--- src/rtl/ex_mem.sv ---
// EX/MEM pipeline register: carries EX results into MEM and returns the madd/msub
// partial product and cycle counter to EX while EX is stalled.
module ex_mem #(
  parameter int DATA_W  = 32,
  parameter int ADDR_W  = 5,
  parameter int ALUOP_W = 8,
  parameter int STALL_W = 6
) (
  input  logic                  clk,
  input  logic                  rst,
  input  logic [STALL_W-1:0]    stall,
  input  logic                  flush,
  input  logic [ADDR_W-1:0]     ex_wd,
  input  logic                  ex_wreg,
  input  logic [DATA_W-1:0]     ex_wdata,
  input  logic                  ex_whilo,
  input  logic [DATA_W-1:0]     ex_hi,
  input  logic [DATA_W-1:0]     ex_lo,
  input  logic [ALUOP_W-1:0]    ex_aluop,
  input  logic [DATA_W-1:0]     ex_mem_addr,
  input  logic [DATA_W-1:0]     ex_reg2,
  input  logic [2*DATA_W-1:0]   hilo_i,
  input  logic [1:0]            cnt_i,
  output logic [ADDR_W-1:0]     mem_wd,
  output logic                  mem_wreg,
  output logic [DATA_W-1:0]     mem_wdata,
  output logic                  mem_whilo,
  output logic [DATA_W-1:0]     mem_hi,
  output logic [DATA_W-1:0]     mem_lo,
  output logic [ALUOP_W-1:0]    mem_aluop,
  output logic [DATA_W-1:0]     mem_mem_addr,
  output logic [DATA_W-1:0]     mem_reg2,
  output logic [2*DATA_W-1:0]   hilo_o,
  output logic [1:0]            cnt_o
);

  localparam int PIPE_W = ADDR_W + 1 + DATA_W + 1 + DATA_W + DATA_W + ALUOP_W + DATA_W + DATA_W;

  // All pipeline fields travel as one vector so bubble/hold/advance treat them uniformly.
  logic [PIPE_W-1:0]   ex_pipe;
  logic [PIPE_W-1:0]   pipe_reg, pipe_next;
  logic [2*DATA_W-1:0] hilo_reg, hilo_next;
  logic [1:0]          cnt_reg, cnt_next;

  // Only the EX (bit 3) and MEM (bit 4) stall bits matter to this stage.
  logic unused_stall_bits;
  assign unused_stall_bits = ^{stall[STALL_W-1:5], stall[2:0]};

  assign ex_pipe = {ex_wd, ex_wreg, ex_wdata, ex_whilo, ex_hi, ex_lo,
                    ex_aluop, ex_mem_addr, ex_reg2};

  always_comb begin
    pipe_next = pipe_reg;
    hilo_next = hilo_reg;
    cnt_next  = cnt_reg;
    if (flush) begin
      pipe_next = '0;
      hilo_next = '0;
      cnt_next  = '0;
    end else if (stall[3]) begin
      // EX stalled: MEM gets a NOP unless MEM itself is stalled too.
      if (!stall[4]) begin
        pipe_next = '0;
      end
      hilo_next = hilo_i;
      cnt_next  = cnt_i;
    end else begin
      pipe_next = ex_pipe;
      hilo_next = '0;
      cnt_next  = '0;
    end
  end

  always_ff @(posedge clk) begin
    if (!rst) begin
      pipe_reg <= '0;
      hilo_reg <= '0;
      cnt_reg  <= '0;
    end else begin
      pipe_reg <= pipe_next;
      hilo_reg <= hilo_next;
      cnt_reg  <= cnt_next;
    end
  end

  assign {mem_wd, mem_wreg, mem_wdata, mem_whilo, mem_hi, mem_lo,
          mem_aluop, mem_mem_addr, mem_reg2} = pipe_reg;
  assign hilo_o = hilo_reg;
  assign cnt_o  = cnt_reg;

endmodule

--- config.mk ---
export PLATFORM = sky130hd
export DESIGN_NAME = ex_mem
export DESIGN_NICKNAME = d
export VERILOG_FILES = /design/src/rtl/ex_mem.sv
export SDC_FILE = /design/constraint.sdc
export NUM_CORES = 1
export LEC_CHECK = 0
export ABC_AREA = 0
export BUFFER_PORTS_ARGS = -buffer_cell sky130_fd_sc_hd__clkbuf_2
export CORE_MARGIN = 8
export CORE_UTILIZATION = 25
export DETAILED_ROUTE_END_ITERATION = 10
export HOLD_SLACK_MARGIN = 0.03
export PLACE_DENSITY = 0.53
export SLEW_MARGIN = 20
export SYNTH_ARGS = -nofsm -noshare
export SYNTH_HDL_FRONTEND = slang
export SYNTH_SLANG_ARGS = --single-unit
--- constraint.sdc ---
create_clock -name clk -period 3.2 [get_ports clk]
set_input_delay 0.64 -clock clk [delete_from_list [all_inputs] [get_ports clk]]
set_output_delay 0.64 -clock clk [all_outputs]
set_load 0.02 [all_outputs]
# Yosys cells after proc, flatten, opt, wreduce, memory -nomap -nowiden

Index checks and enable logic that the tools add are counted.

Bits of input ports: 250
Word-level logic and storage cells: 10
Register bits after elaboration: 241

Equality and inequality tests: 1
Muxes and demuxes: 2
Bitwise gates (word level): 2
Reduce and logical (&&, ||, !) cells: 2

Operators with widths:

| operator                             | number |
|---|---|
| 175-bit two-way mux                  | 2 |
| 3-bit OR reduction                   | 1 |
| 2-bit != test, second input constant | 1 |
| 1-bit NOT                            | 2 |
| 2-bit OR reduction                   | 1 |

# Logic depth before layout (Yosys ltp)

Depth after elaboration: 2
Depth in mapped cells: 6
Mapped depth without buffers: 2

# Worst setup path after synthesis

No wires, ideal clock.

Path kind: input -> register
From: input port flush
To: register pipe_reg[125]
Stages on the path: 4
Data arrival time: 1.340 ns
Library setup time: 0.138 ns
Data required time: 3.062 ns
Path slack: 1.722 ns
Cells stage by stage: nand2b_1 -> buf_2 -> clkbuf_1 -> a21oi_1

Longest elaborated chain between the ends: 1

Ends and longest elaborated chain:

| item                         | line | text |
|---|---|---|
| from (decl)                  | 12   | `input logic flush,` |
| 2-bit OR reduction (no line) | -    |  |
| to (signal assigned)         | 80   | `pipe_reg <= pipe_next;` |
| to (decl)                    | 41   | `logic [PIPE_W-1:0] pipe_reg, pipe_next;` |

Every way passes these cells.
A chain may end at the register's enable or synchronous reset.

# Worst setup path in the final report

From: register hilo_reg[45], in the netlist hilo_o[45]
To: output port hilo_o[45]

RTL lines:

| item                   | line | text |
|---|---|---|
| from (decl)            | 42   | `logic [2*DATA_W-1:0] hilo_reg, hilo_next;` |
| from (signal assigned) | 81   | `hilo_reg <= hilo_next;` |
| to (decl)              | 33   | `output logic [2*DATA_W-1:0] hilo_o,` |

No word-level cell between the ends.

==> impl_metrics.env <==
export IMPL_run_status="finished clean"
export IMPL_cts_buffers=27
export IMPL_setup_viol=0
export IMPL_hold_path_class="input pin to register"
export IMPL_post_synth_top_count_cell="dfxtp_1"
export IMPL_die_x_um=204
export IMPL_fin_crit_sh=0.563
export IMPL_grt_overflow=0
export IMPL_holdPathStages=3
export IMPL_cp_cell_sequence="clkbuf_2"
export IMPL_clockBufferDepth=3
export IMPL_yosys_warnings=0
export IMPL_wl_per_cell_um=16.5
export IMPL_slowest_delay_ns=0.42
export IMPL_vias=8040
export IMPL_p_total_mw=6.87
export IMPL_fp_dieH_um=204
export IMPL_first_pass_iters=5
export IMPL_drive_gt1_frac=0.431
export IMPL_drv_cap=0
export IMPL_cp_buffers_inverters=1
export IMPL_die_area_mm2=0.0417
export IMPL_rsz0062_at_grt="false"
export IMPL_crit_path_end_kind="output pin"
export IMPL_final_antenna_net_count=0
export IMPL_synth_common_cells="241 x dfxtp_1, 176 x nand2b_1, 165 x a21oi_1, 133 x nand3_1, 66 x and3_1"
export IMPL_critical_path_required_ns=2.56
export IMPL_clockRootBuffer="clkbuf_16"
export IMPL_timing_final_ws_setup_ns=1.40
export IMPL_place_ws_ns=1.18
export IMPL_netlist_instances=925
export IMPL_async_flop_share=0
export IMPL_p_leak_nw=5.71
export IMPL_tns_ns=0
export IMPL_synthTopCellsByArea="dfxtp_1 54%, nand2b_1 12%, a21oi_1 9.3%"
export IMPL_grt_pass1_vias=7897
export IMPL_place_gp_congestion=0.792
export IMPL_period_needed_ns=1.80
export IMPL_initial_core_util=0.252
export IMPL_cts_hold_buf=0
export IMPL_fp_coreArea_mm2=0.0352
export IMPL_drcViolationCount=0
export IMPL_reg2reg_depth=2
export IMPL_p_int_mw=5.21
export IMPL_grt_pass1_wl_mm=45.6
export IMPL_seq_power_share=0.455
export IMPL_syn_mean_instance_area_um2=9.58
export IMPL_drv_slew=0
export IMPL_critical_path_arrival_ns=1.16
export IMPL_fillers=3732
export IMPL_pwr_share_comb=0.102
export IMPL_track_usage=0.135
export IMPL_routed_via_density=4.35
export IMPL_antennaDiodeCount=0
export IMPL_io_buffers=486
export IMPL_grt_max_degree=115
export IMPL_cts_tree="done"
export IMPL_synth_top_flop_cell="dfxtp_1"
export IMPL_slew_headroom=0.523
export IMPL_wl_mm=30.6
export IMPL_path_clk_slew_ns=0.06
export IMPL_seq_area_frac_synth=0.544
export IMPL_path_class="register to output pin"
export IMPL_final_nets=1620
export IMPL_syn_num_nets=1175
export IMPL_numPlacedInstances=1802
export IMPL_largest_reg_flops=175
export IMPL_fin_cells=1850
export IMPL_switchingPower_mw=1.67
export IMPL_synth_top_area_cell="dfxtp_1"
export IMPL_drtIter0Drc=324
export IMPL_critPathMaxFanout=1
export IMPL_pwr_share_clk=0.443
export IMPL_synth_area_mm2=0.00886
export IMPL_antenna_found_initial=1
export IMPL_synth_top_area_frac=0.544
export IMPL_cts_resized=0
export IMPL_rrSetupSlack_ns=2.52
export IMPL_hpwlAfterDp_mm=22.7
export IMPL_tightest_slew_ns=0.716
export IMPL_ys_ff_latch=241
export IMPL_row_count=69
export IMPL_htreeDepth=1
export IMPL_final_util=0.355
export IMPL_skew_ns=0
export IMPL_clock_sinks=241
export IMPL_start_kind="register"
export IMPL_cp_top_family="flip-flops"
export IMPL_synth_edf_count=0
export IMPL_post_cts_buffers=0
export IMPL_powerDensity_mw_per_mm2=550
export IMPL_slowest_stage="dfxtp_1"
export IMPL_pin_count=491
export IMPL_peakVddDrop_uv=493
export IMPL_clkLatencyLatePin_ns=0.53
export IMPL_path_depth=1
export IMPL_finalHoldViolCount=0
export IMPL_syn2layout_area_growth_pct=40.9
export IMPL_sw_frac_of_total=0.242
export IMPL_fmax_mhz=555
export IMPL_ys_types=16
## metrics by stage
step                      hold slack [ns]  instance area [µm²]
final                               0.337                12500
after global routing                0.311                12500
after CTS                           0.295                12500
after detailed placement            0.453                11600
after global placement              0.451                11600
after floorplan                     0.539                 8860
## metal layers
metal,vias up,GRT usage,part of all wire
li1,4035,-,-
met1,3703,0.162,0.40
met2,257,0.227,0.49
met3,43,0.0458,0.085
met4,2,0.0332,0.022
met5,-,0,0.00042
## placed cells by master, fill, tap and decap left out, types with 15 or more instances in the layout
master / netlist / layout
clkbuf_16: 0 / 27
and3_1: 66 / 66
clkbuf_2: 3 / 484
nand3_1: 133 / 133
dfxtp_1: 241 / 241
buf_4: 1 / 15
nand2b_1: 176 / 175
a21oi_1: 165 / 165
nand3_2: 42 / 42
## kinds of logic after synthesis
| kind of cell | count (synthesis) | synth area share |
|---|---|---|
| compound gates | 175 | 0.103 |
| buf+inv | 91 | 0.0586 |
| flops | 241 | 0.544 |
| simple gates | 418 | 0.294 |
## area by class of cell
cell class              count  area (µm²)  area share
flip-flops and latches    241        4820       0.386
multi-input cells         593        3530       0.283
repair buffers            507        2680       0.215
clock buffers              46         837      0.0670
well taps                 461         577      0.0462
clock inverters             2        35.0     0.00281
## worst paths after layout
path | start | end
max | hilo_o[45] | hilo_o[45]
min | ex_lo[30] | pipe_reg[102]
max reg2reg | pipe_reg[74] | pipe_reg[74]
min reg2reg | pipe_reg[94] | pipe_reg[94]
## power by group through the flow
stage                     Clock [mW]  Combinational [mW]  Sequential [mW]
final                           3.05               0.700             3.13
after global routing            3.29               0.765             3.14
after CTS                       3.17               0.712             3.13
after detailed placement           0               0.709             3.19
after global placement             0               0.704             3.19
after floorplan                    0               0.292             3.30
(Power assumes the default switching activity.)
